[config.mk]
export PLATFORM = sky130hd
export DESIGN_NAME = arm_mult_seq
export DESIGN_NICKNAME = d
export VERILOG_FILES = /design/src/rtl/arm_mult_seq.sv
export SDC_FILE = /design/constraint.sdc
export NUM_CORES = 2
export LEC_CHECK = 0
export BUFFER_PORTS_ARGS = -buffer_cell sky130_fd_sc_hd__clkbuf_2
export CAP_MARGIN = 20
export CORE_ASPECT_RATIO = 1.1
export CORE_MARGIN = 5
export CORE_UTILIZATION = 60
export CTS_CLUSTER_SIZE = 12
export DETAILED_ROUTE_END_ITERATION = 16
export GPL_ROUTABILITY_DRIVEN = 0
export PLACE_DENSITY_LB_ADDON = 0.15
export SLEW_MARGIN = 20
export SYNTH_ARGS = -nofsm -noshare
export SYNTH_HDL_FRONTEND = slang
export SYNTH_SLANG_ARGS = --single-unit
[constraint.sdc]
create_clock -name clk -period 10.6 [get_ports clk]
set_clock_uncertainty 0.15 [all_clocks]
set_input_delay 1.06 -clock clk [delete_from_list [all_inputs] [get_ports clk]]
set_output_delay 1.06 -clock clk [all_outputs]
set_load 0.1 [all_outputs]
[src/rtl/arm_mult_seq.sv]
// Iterative MUL/MLA/xMULL/xMLAL unit: consumes BITS_PER_CYC multiplier bits per cycle,
// with optional early termination, cpu_en stall and synchronous abort.
module arm_mult_seq #(
  parameter int DATA_W       = 32,
  parameter int BITS_PER_CYC = 8,
  parameter bit EARLY_TERM   = 1'b1
) (
  input  logic              clk,
  input  logic              rst,
  input  logic              cpu_en,
  input  logic              start,
  input  logic              op_long,
  input  logic              op_signed,
  input  logic              op_acc,
  input  logic [DATA_W-1:0] rm,
  input  logic [DATA_W-1:0] rs,
  input  logic [DATA_W-1:0] acc_hi,
  input  logic [DATA_W-1:0] acc_lo,
  input  logic              abort,
  output logic              busy,
  output logic              done,
  output logic [DATA_W-1:0] res_hi,
  output logic [DATA_W-1:0] res_lo,
  output logic              flag_n,
  output logic              flag_z
);

  localparam int N_ITER = DATA_W / BITS_PER_CYC;
  localparam int IDX_W  = (N_ITER > 1) ? $clog2(N_ITER) : 1;
  localparam int P_W    = 2 * DATA_W;

  typedef enum logic [1:0] {IDLE, RUN, DONE} state_t;

  state_t            state;
  logic [P_W-1:0]    mcand;
  logic [P_W-1:0]    sum;
  logic [DATA_W-1:0] mplier;
  logic [IDX_W-1:0]  idx;
  logic              op_long_q;
  logic              sgn_q;

  logic              fill;
  logic [DATA_W:0]   shifted;
  logic [DATA_W-1:0] rest;
  logic [P_W-1:0]    partial;
  logic [P_W-1:0]    correction;
  logic [P_W-1:0]    next_sum;
  logic              last;

  // The multiplier shifts right each step with sign fill in signed-long mode; on the last
  // step a negative multiplier's upper weight is removed by subtracting mcand << B.
  always_comb begin
    fill       = sgn_q & mplier[DATA_W-1];
    shifted    = $signed({fill, mplier}) >>> BITS_PER_CYC;
    rest       = shifted[DATA_W-1:0];
    partial    = mcand * {{(P_W-BITS_PER_CYC){1'b0}}, mplier[BITS_PER_CYC-1:0]};
    correction = '0;
    last       = (idx == IDX_W'(N_ITER - 1)) ||
                 (EARLY_TERM && ((rest == '0) || (sgn_q && (rest == '1))));
    if (last && fill) begin
      correction = mcand << BITS_PER_CYC;
    end
    next_sum   = sum + partial - correction;
  end

  always_ff @(posedge clk or negedge rst) begin
    if (!rst) begin
      state     <= IDLE;
      busy      <= 1'b0;
      done      <= 1'b0;
      res_hi    <= '0;
      res_lo    <= '0;
      flag_n    <= 1'b0;
      flag_z    <= 1'b0;
      mcand     <= '0;
      sum       <= '0;
      mplier    <= '0;
      idx       <= '0;
      op_long_q <= 1'b0;
      sgn_q     <= 1'b0;
    end else if (abort) begin
      state <= IDLE;
      busy  <= 1'b0;
      done  <= 1'b0;
    end else begin
      case (state)
        IDLE, DONE: begin
          done <= 1'b0;
          if (start) begin
            state     <= RUN;
            busy      <= 1'b1;
            mcand     <= (op_signed && op_long) ? {{DATA_W{rm[DATA_W-1]}}, rm}
                                                : {{DATA_W{1'b0}}, rm};
            mplier    <= rs;
            idx       <= '0;
            op_long_q <= op_long;
            sgn_q     <= op_signed & op_long;
            sum       <= !op_acc ? '0
                       : (op_long ? {acc_hi, acc_lo} : {{DATA_W{1'b0}}, acc_lo});
          end else begin
            state <= IDLE;
          end
        end
        RUN: begin
          if (cpu_en) begin
            if (last) begin
              state <= DONE;
              busy  <= 1'b0;
              done  <= 1'b1;
              if (op_long_q) begin
                res_hi <= next_sum[P_W-1:DATA_W];
                res_lo <= next_sum[DATA_W-1:0];
                flag_n <= next_sum[P_W-1];
                flag_z <= (next_sum == '0);
              end else begin
                res_hi <= '0;
                res_lo <= next_sum[DATA_W-1:0];
                flag_n <= next_sum[DATA_W-1];
                flag_z <= (next_sum[DATA_W-1:0] == '0);
              end
            end else begin
              idx    <= idx + 1'b1;
              sum    <= next_sum;
              mcand  <= mcand << BITS_PER_CYC;
              mplier <= rest;
            end
          end
        end
        default: state <= IDLE;
      endcase
    end
  end

endmodule

* After elaboration in Yosys (flattened, before gate mapping)
Cells that the tools add are included.
** Word-level totals
- Bits of input ports :: 136
- Flip-flop bits (word level) :: 234
- Word-level logic and storage cells :: 85
** Cells by class
- Add/sub/neg operators :: 3
- Equal/unequal tests :: 10
- $mul :: 1
- Mux-type cells :: 37
- Bitwise gates (word level) :: 3
- Reductions and logical operators :: 18
** Operators by type and width (count)
- 64-bit two-way mux :: 10
- 64-bit case mux with 2 select lines :: 2
- 32-bit two-way mux :: 4
- 64-bit adder :: 1
- 32-bit zero test :: 2
- 64-bit zero test :: 1
- 64-bit by 8-bit multiplier with 64-bit output :: 1
- 32-bit case mux with 2 select lines :: 1
- 64-bit subtractor :: 1
- 32-bit equality test (second input constant) :: 1
- 2-bit two-way mux :: 6
- 1-bit two-way mux :: 10
- 3-bit != test (second input constant) :: 3
- 2-bit case mux with 2 select lines :: 2
- 4-bit AND reduction :: 2
- 2-bit != test (second input constant) :: 3
- 3-bit AND reduction :: 2
- 5-bit AND reduction :: 1
- 2-bit equality test (second input constant) :: 2
- 1-bit case mux with 2 select lines :: 2
- 1-bit logical AND :: 3
- 3-bit nonzero test :: 1
- 2-bit by 1-bit adder with 2-bit output (second input constant) :: 1
- 1-bit AND :: 2
- 7 further kinds :: 8

* Longest topological paths before layout
- Depth in word-level cells :: 11
- Depth in mapped cells :: 33
- Mapped depth without buffers :: 30

* Worst setup path after synthesis
Ideal clock, no wire load.
- Path type :: reg2reg
- Start point :: register mplier[31]
- End point :: register flag_z
- Setup slack :: 2.695 ns
- Period minus slack after synthesis :: 7.905 ns
- Data arrival time :: 7.688 ns
- Data required time :: 10.383 ns
- Cell stages (with the launch flop) :: 33
- Library setup time :: 0.067 ns
- Cells stage by stage :: dfrtp_1 > nand2_1 > or4_1 > o22ai_1 > or2_2 > inv_1 > nor2_1 > clkbuf_1 > clkbuf_1 > nand2_1 > fa_1 > inv_1 > fa_1 > fa_1 > inv_1 > fa_1 > inv_1 > fa_1 > inv_1 > ha_1 > o21ai_0 > nor2b_1 > a2111oi_0 > nor3_2 > a211oi_1 > nor2_1 > xnor2_1 > or4_4 > or4_1 > nor4b_2 > nand4_1 > nor4_2 > a211o_1
** On the way
- Cells in the longest elaborated chain, start to end :: 10
** RTL lines
- start: declaration :: RTL line 37 : logic [DATA_W-1:0] mplier;
- start signal: assignment :: RTL line 94 : mplier <= rs;
- start signal: assignment :: RTL line 125 : mplier <= rest;
- 1-bit AND :: RTL line 53 : fill = sgn_q & mplier[DATA_W-1];
- 32-bit equality test :: RTL line 59 : (EARLY_TERM && ((rest == '0) || (sgn_q && (rest == '1))));
- 1-bit logical AND :: RTL line 59
- 1-bit logical OR :: RTL line 59
- 1-bit logical OR :: RTL line 58 : last = (idx == IDX_W'(N_ITER - 1)) ||
- 1-bit logical AND :: RTL line 60 : if (last && fill) begin
- 64-bit two-way mux :: RTL line 60
- 64-bit subtractor :: RTL line 63 : next_sum = sum + partial - correction;
- 64-bit zero test / 32-bit zero test (equally long branches) :: RTL line 114, 119
- 1-bit two-way mux :: RTL line 110 : if (op_long_q) begin
- end signal: assignment :: RTL line 114 : flag_z <= (next_sum == '0);
- end signal: assignment :: RTL line 119 : flag_z <= (next_sum[DATA_W-1:0] == '0);
- end: declaration :: RTL line 25 : output logic flag_z
Parallel ways exist; a longest one is shown, timed or not.
A chain may end at the register's enable or synchronous reset.

* Worst setup path in the final report
Ends and elaborated chain as after synthesis.

==> results.md <==
* Share of the synthesized area in the top cell type at 32.42%
* Vias in the first global route at 25160
* Crit-path max FO at 21
* Final Hold Fails at 0
* Final worst path period need at 9.238 ns
* CP Capture Type: flop
* H-tree depth at 1
* Initial drt markers at 2360
* FILL cells at 3992
* Outcome: finished clean
* Setup crit start kind: flop
* Family with the most delay on the worst path: simple AND/OR/NAND/NOR gates
* Post-CTS setup buffers at 0
* Synth area leaders: fa_1, dfrtp_1, inv_1
* WL per Instance at 20.18 microns
* Sink Count at 234
* CTS clk-pin slew, worst paths at 0.06 ns
* Syn Inst Count at 3410
* Setup TNS at 0 ns
* Final Slew Violations at 0
* Area of the core at 0.04761 sq mm
* Starting Density at 60.43%
* Vias/cell at 5.770
* Unique cell type count in the Yosys netlist at 78
* Syn. warnings at 0
* Peak Freq at 108.2 MHz
* Max-slew headroom at 28.32%
* Yosys reg bits at 234
* Slowest stage delay, CP at 0.60 ns
* Global-route wire length before repair at 136400 microns
* Critical Path RT at 10.98 ns
* RSZ-0062 raised after global routing: false
* Post-Syn Area per Cell at 8.438 sq um
* Total number of vias at 23720
* Maximum root-to-sink buffer count at 3
* Final wirelength at 82950 microns
* Fraction of layout cells with a size suffix above 1 at 8.831%
* # rows at 84
* Antenna viol nets, final at 0
* Final setup viols at 0
* Total CTS buffers at 28
* Final period util at 87.15%
* Die Height at 239.7 microns
* Overflow left after global routing at 0
* Critical path arrival at 9.62 ns
* IO Port Bufs at 203
* Full die area at 0.05244 sq mm
* Clk_lat worst skew at 0.59 ns
* DIE WIDTH at 218.8 microns
* Most used DFF post-synth: dfrtp_1
* Root buf cell: clkbuf_16
* Seq/Total Area, Yosys at 20.35%
* Max_cap viols at 0
* Synth area leader: fa_1
* CP max stage cell: nor2_4
* IO Pins at 204
* Overall global routing resource usage at 32.81%
* Slew @ Worst Pin at 1.075 ns
* Syn_nets at 4088
* Diodes inserted at 0
* Final #Nets at 4123
* Post-CTS Hold Buffers at 0
* DRT Pass-1 Iters at 5
* Largest net degree at the start of global routing at 125
* Hpwl dp at 61630 microns
* Ys async rst share at 100.0%
* Layout area overhead at 7.623%
* Syn Std Cell Area at 0.02877 sq mm
* CP Class: reg -> reg
* Number of synthesized flops with an enable pin at 0
* Initial antenna violation count at 0
* Buf+Inv Stages, Crit Path at 5
* Post-cts resize count at 0
* TritonCTS clock tree: yes
* Hold/Removal Path Class: in -> async
* Number of remaining DRC errors at 0
[logic make-up (layout without fill, tap and decap cells)]
family          count (synthesis)  after routing  share of synthesized area, %
flops                         234            234                         20.35
mux                             3              3                        0.1131
xor+xnor                       75             75                         2.283
simple gates                 1151           1151                         18.83
compound gates                512            512                         10.88
fa+ha+maj                     542            542                         35.73
buf+inv                       893            948                         11.81
[worst register-to-register path, delay by kind of cell, from the launching register on]
family | cells | cell delay [ns]
AO/OA/AOI/OAI | 4 | 1.51
XOR/XNOR | 1 | 0.22
adder cells (fa/ha/maj) | 6 | 2.87
buffers and inverters | 5 | 0.29
flip-flops | 1 | 0.39
AND/OR/NAND/NOR | 13 | 3.76
[layout make-up]
cell class | instances | area (sq um) | share of cell area, %
Clock inverter | 12 | 176.4 | 0.5697
Inverter | 676 | 2537 | 8.194
Clock buffer | 38 | 799.5 | 2.582
Multi-Input combinational cell | 2283 | 19570 | 63.19
Timing Repair Buffer | 222 | 1210 | 3.907
Tap cell | 645 | 807.0 | 2.606
Sequential cell | 234 | 5867 | 18.95
[synth_stat cells (3+ instances only)]
master	number
a211oi_1	6
a21boi_0	3
a21o_1	16
a21oi_1	186
a221oi_1	4
a22o_1	25
a22oi_1	29
a31oi_1	78
and2_1	290
and3_1	4
buf_1	3
clkbuf_1	206
dfrtp_1	234
fa_1	466
ha_1	76
inv_1	676
nand2_1	511
nand2b_1	10
nand3_1	48
nand4_1	27
nand4b_1	4
nor2_1	201
nor2b_1	4
nor3_1	15
nor3_2	3
nor4_1	10
o2111ai_1	3
o211ai_1	8
o21a_1	9
o21ai_0	96
o21ai_1	5
o21bai_1	14
o31ai_1	5
or3_1	5
or4_1	3
xnor2_1	48
xor2_1	27
[registers in the layout, indices dropped and copies added (netlist names)]
name / count
res_lo: 32
state: 2
flag_n: 1
res_hi: 32
op_long_q: 1
sgn_q: 1
flag_z: 1
mcand: 64
idx: 2
busy: 1
done: 1
mplier: 32
sum: 64
[routing by layer]
layer / track usage, % / vias up / routed length (microns) / part of all wire [%]
met5: 0 / - / 0 / 0
li1: - / 10460 / - / -
met2: 48.52 / 1340 / 35630 / 43
met1: 48.60 / 11700 / 34800 / 42
met4: 9.079 / 0 / 2446 / 2.9
met3: 8.659 / 214 / 10080 / 12
[through the flow]
stage | setup WS (ns) | hold slack [ns] | instance area [sq um] | util, % | instances
after floorplan | 2.695 | 0.3069 | 28770 | - | 3410
after global placement | 1.768 | 0.3108 | 29960 | 62.93 | 4059
after detailed placement | 1.604 | 0.3171 | 29990 | 62.98 | 4060
after CTS | 1.528 | 0.3356 | 30960 | 65.03 | 4110
after global routing | 0.9509 | 0.3594 | 30970 | 65.04 | 4110
final | 1.362 | 0.3113 | 30970 | 65.04 | 4110
[worst paths after layout]
check / from / to / slack, ns / cells after the start
min in group clk: flag_n / flag_n / 0.33 / 1
worst min register to register: flag_n / flag_n / 0.33 / 1
worst max register to register: mplier[31] / flag_z / 1.36 / 29
worst max-delay path: mplier[31] / flag_z / 1.36 / 29
worst min-delay path: rst / res_lo[6] / 0.31 / 1
max in group asynchronous: rst / mcand[50] / 7.57 / 3
[placed cells by master (no fill, tap or decap), types with 15 or more instances in the layout]
cell | netlist | final
clkbuf_16 | 0 | 29
a22oi_1 | 29 | 29
nor2_1 | 201 | 199
inv_1 | 676 | 676
nand2_1 | 511 | 511
buf_4 | 1 | 15
a31oi_1 | 78 | 78
nand4_1 | 27 | 27
xnor2_1 | 48 | 48
nand3_1 | 48 | 48
a21o_1 | 16 | 16
dfrtp_1 | 234 | 227
a22o_1 | 25 | 25
nor3_1 | 15 | 15
o21ai_0 | 96 | 96
a21oi_1 | 186 | 185
xor2_1 | 27 | 27
fa_1 | 466 | 466
ha_1 | 76 | 76
clkbuf_2 | 0 | 202
and2_1 | 290 | 290
Power is left out: the tool's default activity adds up to more than one toggle a clock period on the data nets, which glitch-free logic cannot reach.
